File: src/rtl/sad_pkg.sv
// sad_pkg: shared FSM state encoding, default widths and the all-ones SAD seed for the SAD search scheduler
package sad_pkg;
  localparam int SAD_W = 32;
  localparam int A_WIDTH = 15;
  localparam logic [SAD_W-1:0] SAD_MAX = '1;
  typedef enum logic [2:0] {IDLE, ISSUE, WAIT, NEXT, FIN} state_t;
endpackage

File: src/rtl/sad_min_tracker.sv
// sad_min_tracker: running-minimum register (Clk, Rst, init seeds all-ones/idx 0, en+Sad/Idx strict-less compare, Best_Idx/Best_Sad out)
module sad_min_tracker
  import sad_pkg::*;
#(
  parameter int IDX_W = 8,
  parameter int SAD_W = sad_pkg::SAD_W
) (
  input  logic             Clk,
  input  logic             Rst,
  input  logic             init,
  input  logic             en,
  input  logic [SAD_W-1:0] sad,
  input  logic [IDX_W-1:0] idx,
  output logic [IDX_W-1:0] Best_Idx,
  output logic [SAD_W-1:0] Best_Sad
);
  always_ff @(posedge Clk)
    if (Rst) begin
      Best_Idx <= '0;
      Best_Sad <= '0;
    end else if (init) begin
      Best_Idx <= '0;
      Best_Sad <= {SAD_W{SAD_MAX[0]}};
    end else if (en && sad < Best_Sad) begin
      Best_Idx <= idx;
      Best_Sad <= sad;
    end
endmodule

File: src/rtl/sad_search_ctrl.sv
// sad_search_ctrl: SAD candidate scheduler (Clk/Rst, Start->Busy/Done/Best_Idx/Best_Sad, Sad_Go/Cand_Base/Sad_Valid/Sad_In engine side; SAD_SEARCH_EARLY_EXIT_EN stops on a zero SAD)
module sad_search_ctrl
  import sad_pkg::*;
#(
  parameter int NUM_CAND    = 16,
  parameter int IDX_W       = 8,
  parameter int A_WIDTH     = sad_pkg::A_WIDTH,
  parameter int CAND_STRIDE = 256,
  parameter int SAD_W       = sad_pkg::SAD_W
) (
  input  logic               Clk,
  input  logic               Rst,
  input  logic               Start,
  output logic               Busy,
  output logic               Done,
  output logic [IDX_W-1:0]   Best_Idx,
  output logic [SAD_W-1:0]   Best_Sad,
  output logic               Sad_Go,
  output logic [A_WIDTH-1:0] Cand_Base,
  input  logic               Sad_Valid,
  input  logic [SAD_W-1:0]   Sad_In
);
  localparam logic [A_WIDTH-1:0] STEP = A_WIDTH'(CAND_STRIDE);
  localparam logic [IDX_W-1:0] LAST_IDX = IDX_W'(NUM_CAND - 1);
  state_t state;
  logic [IDX_W-1:0] idx;
  logic last;
  logic capture;
  assign capture = state == WAIT && Sad_Valid;
`ifdef SAD_SEARCH_EARLY_EXIT_EN
  logic zero_seen;
  always_ff @(posedge Clk)
    if (Rst || state == IDLE) zero_seen <= 1'b0;
    else if (capture && Sad_In == '0) zero_seen <= 1'b1;
  assign last = zero_seen || idx == LAST_IDX;
`else
  assign last = idx == LAST_IDX;
`endif
  always_ff @(posedge Clk)
    if (Rst) begin
      state     <= IDLE;
      idx       <= '0;
      Busy      <= 1'b0;
      Done      <= 1'b0;
      Sad_Go    <= 1'b0;
      Cand_Base <= '0;
    end else begin
      Sad_Go <= 1'b0;
      Done   <= 1'b0;
      case (state)
        IDLE: if (Start) begin
          idx       <= '0;
          Cand_Base <= '0;
          Sad_Go    <= 1'b1;
          Busy      <= 1'b1;
          state     <= ISSUE;
        end
        ISSUE: state <= WAIT;
        WAIT: if (Sad_Valid) state <= NEXT;
        NEXT: if (last) begin
          Done  <= 1'b1;
          state <= FIN;
        end else begin
          idx       <= idx + 1'b1;
          Cand_Base <= Cand_Base + STEP;
          Sad_Go    <= 1'b1;
          state     <= ISSUE;
        end
        FIN: begin
          Busy  <= 1'b0;
          state <= IDLE;
        end
        default: state <= IDLE;
      endcase
    end
  sad_min_tracker #(.IDX_W(IDX_W), .SAD_W(SAD_W)) u_min (
    .Clk(Clk),
    .Rst(Rst),
    .init(state == IDLE && Start),
    .en(capture),
    .sad(Sad_In),
    .idx(idx),
    .Best_Idx(Best_Idx),
    .Best_Sad(Best_Sad)
  );
endmodule

File: config.mk
export PLATFORM = sky130hd
export DESIGN_NAME = sad_search_ctrl
export DESIGN_NICKNAME = d
export VERILOG_FILES = /design/src/rtl/sad_pkg.sv /design/src/rtl/sad_min_tracker.sv /design/src/rtl/sad_search_ctrl.sv
export SDC_FILE = /design/constraint.sdc
export NUM_CORES = 1
export LEC_CHECK = 0
export BUFFER_PORTS_ARGS = -buffer_cell sky130_fd_sc_hd__buf_4
export CORE_AREA = 2 2 103 105
export DETAILED_ROUTE_END_ITERATION = 12
export DIE_AREA = 0 0 105 107
export HOLD_SLACK_MARGIN = 0.03
export PLACE_DENSITY_LB_ADDON = 0.05
export SYNTH_ARGS = -nofsm -noshare
export SYNTH_HDL_FRONTEND = slang
export SYNTH_SLANG_ARGS = --single-unit
File: constraint.sdc
create_clock -name Clk -period 3.9 [get_ports Clk]
set_input_delay 0 -clock Clk [delete_from_list [all_inputs] [get_ports Clk]]
set_output_delay 0 -clock Clk [all_outputs]
set_load 0.02 [all_outputs]
=== Word level (Yosys, flattened, before mapping) ===
Cells that the tools add are included.
Widths: inputs -> output; s select.

* Output and inout bits: 58
* Input bits: 36
* Flip-flop bits (word level): 69

* Order comparisons: 1
* Equal/unequal tests: 8
* Reduce and logical (&&, ||, !) cells: 12
* Muxes and demuxes: 18
* Bitwise operators: 1
* Add/subtract/negate cells: 2

{| class="wikitable"
|+ Operators by type and width
! operator !! count
|-
| $mux 32 || 2
|-
| $lt 32x32->1 || 1
|-
| $mux 15 || 2
|-
| $pmux 15 s2 || 1
|-
| $mux 8 || 2
|-
| $pmux 8 s2 || 1
|-
| $add 15x9->15 const B || 1
|-
| $pmux 3 s4 || 1
|-
| $mux 3 || 3
|-
| $add 8x1->8 const B || 1
|-
| $eq 8x4->1 const B || 1
|-
| $eq 3x2->1 const B || 2
|-
| $ne 2x2->1 const B || 3
|-
| $reduce_bool 2->1 || 3
|-
| $mux 1 || 4
|-
| $pmux 1 s2 || 2
|-
| $reduce_and 2->1 || 2
|-
| $reduce_or 2->1 || 2
|-
| $eq 3x1->1 const B || 1
|-
| $eq 3x3->1 const B || 1
|-
| $logic_and 1x1->1 || 3
|-
| $logic_not 3->1 || 1
|-
| $reduce_and 3->1 || 1
|-
| $not 1->1 || 1
|}

=== Logic depth before layout (Yosys ltp) ===
* Word-level depth: 5
* Mapped depth: 11
* Mapped depth without buffers: 8

=== By module ===
From an unflattened synthesis, not the netlist that was laid out.

* Cell total of the unflattened synthesis: 409
* Area total of the unflattened synthesis: 3440.8 µm²

{| class="wikitable"
|+ By module, submodules not included
! module !! area each (µm²) !! sequential area each (µm²) !! instances !! cells each
|-
| sad_min_tracker || 2421.1 || 800.8 || 1 || 294
|-
| sad_search_ctrl || 1019.7 || 420.4 || 1 || 115
|}

=== Worst setup path after synthesis ===
No wires, ideal clock.

* Path type: reg-to-reg
* Start point: register u_min.Best_Sad[30]
* End point: register u_min.Best_Sad[25]
* Stages on the path, launching flop included: 11
* Arrival: 2381 ps
* Setup slack: 1403 ps
* Required time: 3784 ps
* Setup time: 116 ps
* Path through: dfxtp_1 > inv_1 > ha_1 > a21oi_1 > nand2_1 > a221o_1 > a211o_1 > buf_6 > buf_6 > a2111oi_4 > and3b_1

* Word-level cells in the longest chain between the ends: 3

{| class="wikitable"
|+ RTL lines
! element !! RTL line !! RTL
|-
| from (decl) || sad_min_tracker.sv:15 || <nowiki>output logic [SAD_W-1:0] Best_Sad</nowiki>
|-
| from (signal assigned) || sad_min_tracker.sv:23 || <nowiki>Best_Sad <= {SAD_W{SAD_MAX[0]}};</nowiki>
|-
| $lt 32x32->1 || sad_min_tracker.sv:24 || <nowiki>end else if (en && sad < Best_Sad) begin</nowiki>
|-
| $logic_and 1x1->1 || sad_min_tracker.sv:24 ||
|-
| $reduce_bool 2->1 (no source line) || n/a ||
|}

No other way between the ends.
A chain may end at the register's enable or synchronous reset.

=== Worst setup path after layout ===
* Start point: register u_min.Best_Sad[30]
* End point: register u_min.Best_Sad[29]

The elaborated chain is that of the path after synthesis.

==> impl_metrics.ini <==
[status]
status = complete, no violations

[die]
core_area_um2 = 10100
die_area_um2 = 11200
die_h_um = 107
ioPinCount = 94
rows = 37
start_util = 0.391
chipWidth_um = 105

[setup_path]
regToRegSetupSlack_ns = 0.96
endpoint_kind = flop
path_class = flop to flop
arrival_ns = 3.14
cp_max_fo = 26
required_ns = 4.10
start_kind = flop
reg2reg_from = u_min.Best_Sad[30]$_SDFFE_PP0P_
crit_start = u_min.Best_Sad[30]$_SDFFE_PP0P_

[clocking]
cts.reportedPaths.clkPinSlew_ns = 0.08
clk_latency_ns = 0.35
cts_hold_buf = 2
tritoncts = built
cts_made_buffers = 9
cts_buffer_depth = 2
htree_num_levels = 3
cts_setup_buffers = 0
clock-sinks = 61
cts_resized = 0
root_buffer = clkbuf_8

[placement]
place_ws_ns = 0.971
place.detailed.hpwl_um = 6810
portBuffers = 85
gp_congestion = 0.748
dp.cells = 635
placed_area_um2 = 4590

[power_and_ir_drop]
p_sw_frac = 0.311
p_per_area_nw_per_um2 = 419
peakVddDrop_uv = 213
clkPwrFrac = 0.389
p_seq_frac = 0.350
p_switching_uw = 638
p_leak_nw = 2.04
share_comb_of_total_power = 0.261
p_int_mw = 1.41

[run]
cap_viol_max_count = 0

[yosys]
yosys.cell_types.count = 43
ys_seq_elements = 61
synth_largest_area_cell = dfxtp_1
yosysSeqAreaShare = 0.309
synth_top_area_share = 0.309
synth_area_leaders = dfxtp_1 (31%), ha_1 (10%), a2111oi_1 (7.3%)
synthTopCellsByCount = dfxtp_1 (61), nor2_1 (52), and3_1 (33), ha_1 (33), inv_1 (32)
synthCells = 446
synthArstFlopShare = 0
synth-main-ff-cell = dfxtp_1
yosysMostFrequentCell = dfxtp_1
ys.warnings.count = 0
synth_edf_count = 0
syn_area_per_cell_um2 = 8.86
netlist_area_um2 = 3950

[drt]
drt_first_pass_iters = 4
antenna_left = 0
routed_via_density = 5.33
drc_errors = 0
wl_per_cell_um = 15.0
vias = 3480
drtIter0Drc = 94
routed_wl_um = 9800

[sta]
maxSlewHeadroom = 0.383
period_needed_ns = 2.94
tightest_slew_ns = 0.922
setup_viol = 0
setup-tns-final_ns = 0
slew_viol_final = 0
grt_setup_unrepaired = no
max_freq_mhz = 340
skew_ns = 0.0162
setup_slack_ns = 0.963
hold_violations = 0
fin_crit_sh = 0.753

[hold_path]
min_path_type = primary input to flop
min_from = Sad_In[21]

[cells_and_area]
antenna_cells = 0
finalNonFillerCells = 653
final_nets = 581
area_delta_synth_final_pct = 23.9
fin_area_um2 = 4890
fin_util = 0.485
drive_above_1_share = 0.265

[global_routing]
grt_pass1_wl_um = 16300
grt_pass1_vias = 3291
antenna_found_initial = 0
grt_max_degree = 46
gr-total-overflow = 0
grt_usage = 0.179
==> registers in the layout, summed over array words and instances (netlist names) <==
name / count
idx: 8
u_min.Best_Idx: 8
Busy: 1
Sad_Go: 1
u_min.Best_Sad: 32
Done: 1
Cand_Base: 7
state: 3
==> kinds of logic after synthesis <==
logic type	after synthesis	synth area share
simple gates	151	0.190
xor+xnor	9	0.0200
mux	11	0.0279
flops	61	0.309
other cells	1	0.000949
buf+inv	79	0.101
fa+ha+maj	33	0.105
compound gates	101	0.246
==> routing by layer <==
layer	track usage	share of wire
met1	0.245	0.50
met2	0.282	0.45
met3	0.0456	0.041
met4	0.0448	0.0063
met5	0	0
==> through the flow <==
stage | power [mW] | hold WS (ns)
after floorplan | 1.10 | 0.207
after global placement | 1.26 | 0.352
after detailed placement | 1.27 | 0.357
after CTS | 2.07 | 0.0898
after global routing | 2.17 | 0.108
final | 2.05 | 0.0969
==> critical path, stage by stage, from the launching register on <==
cell	delay (ns)
dfxtp_1	0.38
inv_1	0.06
ha_1	0.32
nand4_1	0.22
nor2_1	0.08
a221o_1	0.32
a211o_2	0.54
buf_4	0.32
a2111oi_0	0.45
a2111oi_1	0.09
==> cell usage in the layout (no fill, tap or decap), types with 2 or more instances in the layout <==
master	n
a2111oi_0	15
a2111oi_1	29
a2111oi_2	18
a21o_1	2
a21oi_1	20
and3_1	33
buf_4	93
bufinv_16	4
clkbuf_8	11
conb_1	8
dfxtp_1	61
dlygate4sd3_1	2
ha_1	33
inv_1	32
mux2i_1	11
nand2_1	31
nand3_1	4
nand4_1	11
nor2_1	52
nor3_1	4
nor3b_1	2
nor4_1	2
o21ai_0	7
or3_1	3
xor2_1	8
==> cell type report <==
| class | count | area, um2 |
|---|---|---|
| clock buffers | 11 | 151 |
| clock inverters | 5 | 129 |
| fillers | 1027 | 5200 |
| inverters | 32 | 120 |
| multi-input cells | 313 | 2380 |
| flip-flops and latches | 61 | 1220 |
| well taps | 136 | 170 |
| repair buffers | 95 | 718 |
==> power groups by stage <==
stage	registers, mW	clock network (mW)	logic (mW)
floorplan	0.775	0	0.322
global placement	0.732	0	0.527
global route	0.725	0.849	0.600
CTS	0.717	0.816	0.540
detailed placement	0.732	0	0.535
finish	0.717	0.797	0.535
==> path summary, 6_finish.rpt <==
path                                          end  cells past startpoint
setup / recovery  u_min.Best_Sad[29]$_SDFFE_PP0P_                      9
hold / removal    u_min.Best_Sad[21]$_SDFFE_PP0P_                      3
setup reg to reg  u_min.Best_Sad[29]$_SDFFE_PP0P_                      9
hold reg to reg    u_min.Best_Idx[3]$_SDFFE_PP0P_                      2
Power figures use the tool's default switching activity.
